### src/rtl/control_unit.sv
// RV32I decode-stage control unit: combinational opcode/funct decode into a
// 16-bit control bundle, registered once so every field is valid one clock later.
module control_unit (
    input  logic        clk,
    input  logic        rst,
    input  logic [31:0] instruction,
    output logic [15:0] control_signals,
    output logic        illegal
);

    typedef enum logic [3:0] {
        ALU_ADD    = 4'b0000,
        ALU_SUB    = 4'b0001,
        ALU_AND    = 4'b0010,
        ALU_OR     = 4'b0011,
        ALU_XOR    = 4'b0100,
        ALU_SLL    = 4'b0101,
        ALU_SRL    = 4'b0110,
        ALU_SRA    = 4'b0111,
        ALU_SLT    = 4'b1000,
        ALU_SLTU   = 4'b1001,
        ALU_PASS_B = 4'b1010
    } alu_op_e;

    typedef enum logic [2:0] {
        IMM_I = 3'b000,
        IMM_S = 3'b001,
        IMM_B = 3'b010,
        IMM_J = 3'b011,
        IMM_U = 3'b100
    } imm_type_e;

    typedef enum logic [1:0] {
        PC_PLUS4 = 2'b00,
        PC_JAL   = 2'b01,
        PC_JALR  = 2'b10
    } pc_src_e;

    typedef enum logic [6:0] {
        OP_R      = 7'b0110011,
        OP_IMM    = 7'b0010011,
        OP_LOAD   = 7'b0000011,
        OP_STORE  = 7'b0100011,
        OP_BRANCH = 7'b1100011,
        OP_JAL    = 7'b1101111,
        OP_JALR   = 7'b1100111,
        OP_LUI    = 7'b0110111
    } opcode_e;

    localparam logic [6:0] F7_ZERO = 7'b0000000;
    localparam logic [6:0] F7_ALT  = 7'b0100000;

    logic [6:0] opcode;
    logic [2:0] funct3;
    logic [6:0] funct7;
    logic       unused_fields;

    logic       reg_write, mem_to_reg, mem_read, mem_write;
    logic       branch, jump, alu_src, bad;
    alu_op_e    alu_op;
    imm_type_e  imm_type;
    pc_src_e    pc_src;
    logic [15:0] next_ctrl;

    assign opcode = instruction[6:0];
    assign funct3 = instruction[14:12];
    assign funct7 = instruction[31:25];
    // Register specifiers never influence decode.
    assign unused_fields = ^{instruction[24:15], instruction[11:7]};

    function automatic alu_op_e alu_from_funct3(input logic [2:0] f3, input logic alt);
        case (f3)
            3'b000:  return alt ? ALU_SUB : ALU_ADD;
            3'b001:  return ALU_SLL;
            3'b010:  return ALU_SLT;
            3'b011:  return ALU_SLTU;
            3'b100:  return ALU_XOR;
            3'b101:  return alt ? ALU_SRA : ALU_SRL;
            3'b110:  return ALU_OR;
            default: return ALU_AND;
        endcase
    endfunction

    always_comb begin
        reg_write  = 1'b0;
        mem_to_reg = 1'b0;
        mem_read   = 1'b0;
        mem_write  = 1'b0;
        branch     = 1'b0;
        jump       = 1'b0;
        alu_src    = 1'b0;
        alu_op     = ALU_ADD;
        imm_type   = IMM_I;
        pc_src     = PC_PLUS4;
        bad        = 1'b0;

        case (opcode)
            OP_R: begin
                reg_write = 1'b1;
                alu_op    = alu_from_funct3(funct3, funct7 == F7_ALT);
                if (!(funct7 == F7_ZERO ||
                      (funct7 == F7_ALT && (funct3 == 3'b000 || funct3 == 3'b101))))
                    bad = 1'b1;
            end
            OP_IMM: begin
                reg_write = 1'b1;
                alu_src   = 1'b1;
                // Upper immediate bits only select SRAI; ADDI with bit30 set stays ADD.
                alu_op    = alu_from_funct3(funct3, funct3 == 3'b101 && funct7 == F7_ALT);
                if (funct3 == 3'b001 && funct7 != F7_ZERO)
                    bad = 1'b1;
                if (funct3 == 3'b101 && funct7 != F7_ZERO && funct7 != F7_ALT)
                    bad = 1'b1;
            end
            OP_LOAD: begin
                reg_write  = 1'b1;
                mem_to_reg = 1'b1;
                mem_read   = 1'b1;
                alu_src    = 1'b1;
                if (funct3 == 3'b011 || funct3 == 3'b110 || funct3 == 3'b111)
                    bad = 1'b1;
            end
            OP_STORE: begin
                mem_write = 1'b1;
                alu_src   = 1'b1;
                imm_type  = IMM_S;
                if (funct3[2] || funct3 == 3'b011)
                    bad = 1'b1;
            end
            OP_BRANCH: begin
                branch   = 1'b1;
                imm_type = IMM_B;
                case (funct3[2:1])
                    2'b00:   alu_op = ALU_SUB;
                    2'b10:   alu_op = ALU_SLT;
                    2'b11:   alu_op = ALU_SLTU;
                    default: bad    = 1'b1;
                endcase
            end
            OP_JAL: begin
                reg_write = 1'b1;
                jump      = 1'b1;
                imm_type  = IMM_J;
                pc_src    = PC_JAL;
            end
            OP_JALR: begin
                reg_write = 1'b1;
                jump      = 1'b1;
                alu_src   = 1'b1;
                pc_src    = PC_JALR;
                if (funct3 != 3'b000)
                    bad = 1'b1;
            end
            OP_LUI: begin
                reg_write = 1'b1;
                alu_src   = 1'b1;
                alu_op    = ALU_PASS_B;
                imm_type  = IMM_U;
            end
            default: bad = 1'b1;
        endcase

        // Illegal encodings collapse to a NOP so no side-effect bit can leak out.
        if (bad)
            next_ctrl = '0;
        else
            next_ctrl = {pc_src, imm_type, alu_op, alu_src, jump, branch,
                         mem_write, mem_read, mem_to_reg, reg_write};
    end

    always_ff @(posedge clk) begin
        if (rst) begin
            control_signals <= '0;
            illegal         <= 1'b0;
        end else begin
            control_signals <= next_ctrl;
            illegal         <= bad;
        end
    end

endmodule

### config.mk
export PLATFORM = sky130hd
export DESIGN_NAME = control_unit
export DESIGN_NICKNAME = d
export VERILOG_FILES = /design/src/rtl/control_unit.sv
export SDC_FILE = /design/constraint.sdc
export NUM_CORES = 1
export LEC_CHECK = 0
export CAP_MARGIN = 20
export CORE_ASPECT_RATIO = 0.7
export CORE_MARGIN = 3
export CORE_UTILIZATION = 40
export CTS_CLUSTER_DIAMETER = 200
export DETAILED_ROUTE_END_ITERATION = 7
export PLACE_DENSITY = 0.83
export SLEW_MARGIN = 10
export SYNTH_ARGS = -nofsm -noshare
export SYNTH_HDL_FRONTEND = slang
export SYNTH_SLANG_ARGS = --single-unit
### constraint.sdc
create_clock -name clk -period 2.16 [get_ports clk]
set_input_delay 0.432 -clock clk [delete_from_list [all_inputs] [get_ports clk]]
set_output_delay 0.432 -clock clk [all_outputs]
set_load 0.02 [all_outputs]
Word-level counts from Yosys, hierarchy flattened
Cells that the tools add are included.

operators by class
  equality and inequality tests = 19
  muxes and demuxes = 24
  reduce and logical (&&, ||, !) cells = 21

operators with widths
  kind                                                  count
  one-hot mux 4 bit (7 select lines)                    2
  equality test 7 x 6 -> 1 bit (second input constant)  4
  equality test 7 bit (second input constant)           3
  2-to-1 mux 1 bit                                      17
  one-hot mux 4 bit (4 select lines)                    1
  equality test 3 bit (second input constant)           4
  one-hot mux 3 bit (4 select lines)                    1
  one-hot mux 4 bit (3 select lines)                    1
  equality test 7 x 2 -> 1 bit (second input constant)  1
  equality test 7 x 5 -> 1 bit (second input constant)  1
  logical NOT 7 bit                                     1
  != test 7 x 6 -> 1 bit (second input constant)        1
  one-hot mux 1 bit (7 select lines)                    1
  nonzero test 7 bit                                    1
  equality test 3 x 2 -> 1 bit (second input constant)  2
  OR reduction 2 bit                                    3
  OR reduction 6 bit                                    1
  logical AND 1 bit                                     5
  logical OR 1 bit                                      5
  OR reduction 5 bit                                    1
  equality test 2 bit (second input constant)           2
  one-hot mux 2 bit (2 select lines)                    1
  equality test 3 x 1 -> 1 bit (second input constant)  1
  logical NOT 3 bit                                     1
  3 further kinds                                       3

storage, ports and cells
  bits in registers = 17
  output and inout bits = 17
  word-level logic and storage cells = 66

Longest topological paths before layout
  depth in word-level cells = 7
  gate-level depth with buffers = 8
  mapped depth without buffers = 6

Worst setup path after synthesis
Ideal clock, no wire load.

  kind = input -> register
  start = input port instruction[2]
  end = register control_signals[10]
  library setup time = 0.134 ns
  arrival time = 1.753 ns
  data required time = 2.026 ns
  path slack = 0.273 ns
  cell stages on the path = 6
  path buffers = 2
  cells stage by stage = buf_6 -> or3_1 -> or4_4 -> nand4b_4 -> buf_12 -> nor3_2

on the way
  word-level cells in the longest chain between the ends = 4
  elaborated cells between the ends (all ways) = 12
  those cells by class = 8 x eq/ne; 2 x mux; 2 x reduce/logical

RTL lines
  item                                                                 line  source
  start, declared                                                      6     input logic [31:0] instruction,
  equality test 7 bit or equality test 7 x 6 -> 1 bit (tied branches)  97    case (opcode)
  OR reduction 2 bit (no source line)                                  n/a
  one-hot mux 1 bit (7 select lines)                                   97
  OR reduction 2 bit (no source line)                                  n/a
  end signal, assigned                                                 176   control_signals <= next_ctrl;
  end, declared                                                        7     output logic [15:0] control_signals,

Several ways; a longest one is shown, not always the timed one.
A chain may end at the register's enable or synchronous reset.

Worst setup path after layout
  start = input port instruction[3]
  end = register control_signals[6]

Same word-level chain as after synthesis.

==> results.toml <==
[routing]
drcViolationCount = 0
avgRoutedWirePerCell_um = 15.36
drt_first_pass_iters = 4
via_per_inst = 5.439
antenna_left = 0
drt_iter0_drc = 37
routed_wirelength_mm = 3.010
vias = 1066

[clock_tree]
clockBufferDepth = 2
cts_tree = "built"
path_clk_slew_ps = 70
postCtsHoldBufs = 0
cts_buffers = 3
cts-root-buf = "clkbuf_8"
cts_max_level = 1
clkSinkCount = 16

[placed_design]
post_dp_cell_area_um2 = 1518
gp_congestion = 0.8321
portBuffers = 35
dp.cells = 188
place_ws_ps = -275.4
place_hpwl_mm = 2.183

[setup_path]
crit_chain = "clkdlybuf4s50_1 -> or3_1 -> or4_4 -> nand4b_4 -> buf_12 -> nor3_2"
crit_family = "simple AND/OR/NAND/NOR gates"
cp.buffers_inverters = 2
crit_fanout = 10
critical_path.startpoint_type = "primary input"
crit_required_ps = 2300
slowest_delay_ps = 540
crit_arrival_ps = 2210
critical_path_class = "in2reg"
cpMaxStageDelayCell = "or4_4"
end_kind = "flip-flop"

[die]
core_um2 = 2312
dieArea_um2 = 3278
initial_core_util_pct = 45.29
ioPinCount = 51
fp.dieH_um = 48.81
die_w_um = 67.16
row_count = 14

[sta]
relSlewSlack_pct = 76.18
finalCritPeriodShare_pct = 95.81
period_minus_slack_ps = 2070
fmax_mhz = 483.2
worstMarginPinSlew_ps = 355.1
setup_tns_ps = 0
finalMaxSlewViolations = 0
final_hold_viol_count = 0
worst_slack_ps = 90.47
setup_viol = 0
fin_hold_ws_ps = 745.8
rsz0062_at_grt = "false"

[worst_hold_path]
hold_class = "in2reg"

[global_routing]
grt_overflow = 0
groute.usage.overall_pct = 18.20
antenna_found_initial = 0
grt_pass1_wl_mm = 4.581
grt_pass1_vias = 982
grt_max_degree = 16

[power_and_ir_drop]
powerDensity_nw_per_um2 = 432.1
leakage_nw = 0.6209
finalPower_uw = 706.6
netSwitchingPower_uw = 169.5
p_clk_share_pct = 37.5
irDropWorstVdd_mv = 0.2953
netSwitchingFraction_pct = 23.98
share_comb_of_total_power_pct = 20.4
p_seq_share_pct = 42.0
p_int_uw = 537.1

[logic_synthesis]
syn-cell-area_um2 = 1047
async_flop_share_pct = 0
syn_inst = 107
yosysSeqAreaShare_pct = 30.59
avgSynthCellArea_um2 = 9.787
synth_top_flop_cell = "dfxtp_1"
syn_nets = 144
yosysWarnings = 0
synth_area_leader_cell = "dfxtp_1"
ys_seq_elements = 16
synth_top_area_share_pct = 30.59
synth_area_leaders = "dfxtp_1, nor3_2, buf_6"
synthTopCellsByCount = "dfxtp_1, nor3_2, nand2_1, inv_1, o21ai_0"
synth_cell_types = 46
synth_edf_count = 0
yosysMostFrequentCell = "dfxtp_1"

[flow_run]
cap_violations = 0

[cells_and_area]
final_cells = 196
nNetsFinal = 202
drive_gt1_share_pct = 34.15
fin_util_pct = 70.73
regArea_um2 = 320.3
insertedDiodeCount = 0
area.growth.synth_to_final_pct = 56.15
multi_input_area_um2 = 625.6
fillers = 181
design_area_um2 = 1635

[outcome]
outcome = "completed"
==> worst paths after layout <==
check / from / slack, ps / end / cells after the start
worst max-delay path: instruction[3] / 90 / control_signals[6] / 6
worst min-delay path: instruction[6] / 750 / control_signals[12] / 4
==> final cells by class <==
| cell class | instances | share of cell area [%] |
|---|---|---|
| Multi-Input combinational cell | 76 | 38.26 |
| Inverter | 5 | 1.148 |
| Sequential cell | 16 | 19.59 |
| Timing Repair Buffer | 63 | 35.20 |
| Tap cell | 32 | 2.448 |
| Clock buffer | 4 | 3.366 |
==> registers in the layout (all words and copies together) (netlist names) <==
name and count:
control_signals 15, illegal 1
==> placed cells by master (no fill, tap or decap), types with 2 or more instances in the layout <==
cell type	n
a211oi_1	3
a211oi_2	2
a32oi_1	2
and4bb_2	2
buf_4	27
clkbuf_8	4
clkdlybuf4s50_1	34
dfxtp_1	16
ha_1	3
inv_1	5
nand2_1	7
nand3_1	3
nand4_1	2
nor2_1	4
nor3_1	2
nor3_2	11
nor4_2	2
o21ai_0	5
xor2_1	2
==> per-layer routing <==
layer  up-vias  GRT usage (%)  share of wire, %
met2        53          31.32                49
met3         4          5.991               8.4
met5         -              0                 0
met1       498          22.10                42
met4         0          3.030              0.63
li1        511              -                 -
==> cell families after synthesis <==
group	share of synthesized area, %
fa+ha+maj	3.585
simple gates	38.35
compound gates	14.46
xor+xnor	1.673
buf+inv	11.35
flops	30.59
==> what timing repair did <==
item,4_1_cts,5_1_grt
gates cloned,0,0
endpoints found under the setup margin,2,4
gates resized for setup,2,2
setup buffers,0,4
==> power groups by stage <==
stage          combinational [mW]  sequential [mW]  clock (mW)
2_1_floorplan              0.0664            0.306           0
3_3_place_gp                0.130            0.304           0
3_5_place_dp                0.136            0.304           0
4_1_cts                     0.138            0.297       0.268
5_1_grt                     0.154            0.297       0.284
6_report                    0.144            0.297       0.265
Note: power is estimated with default switching activity, not from simulation.
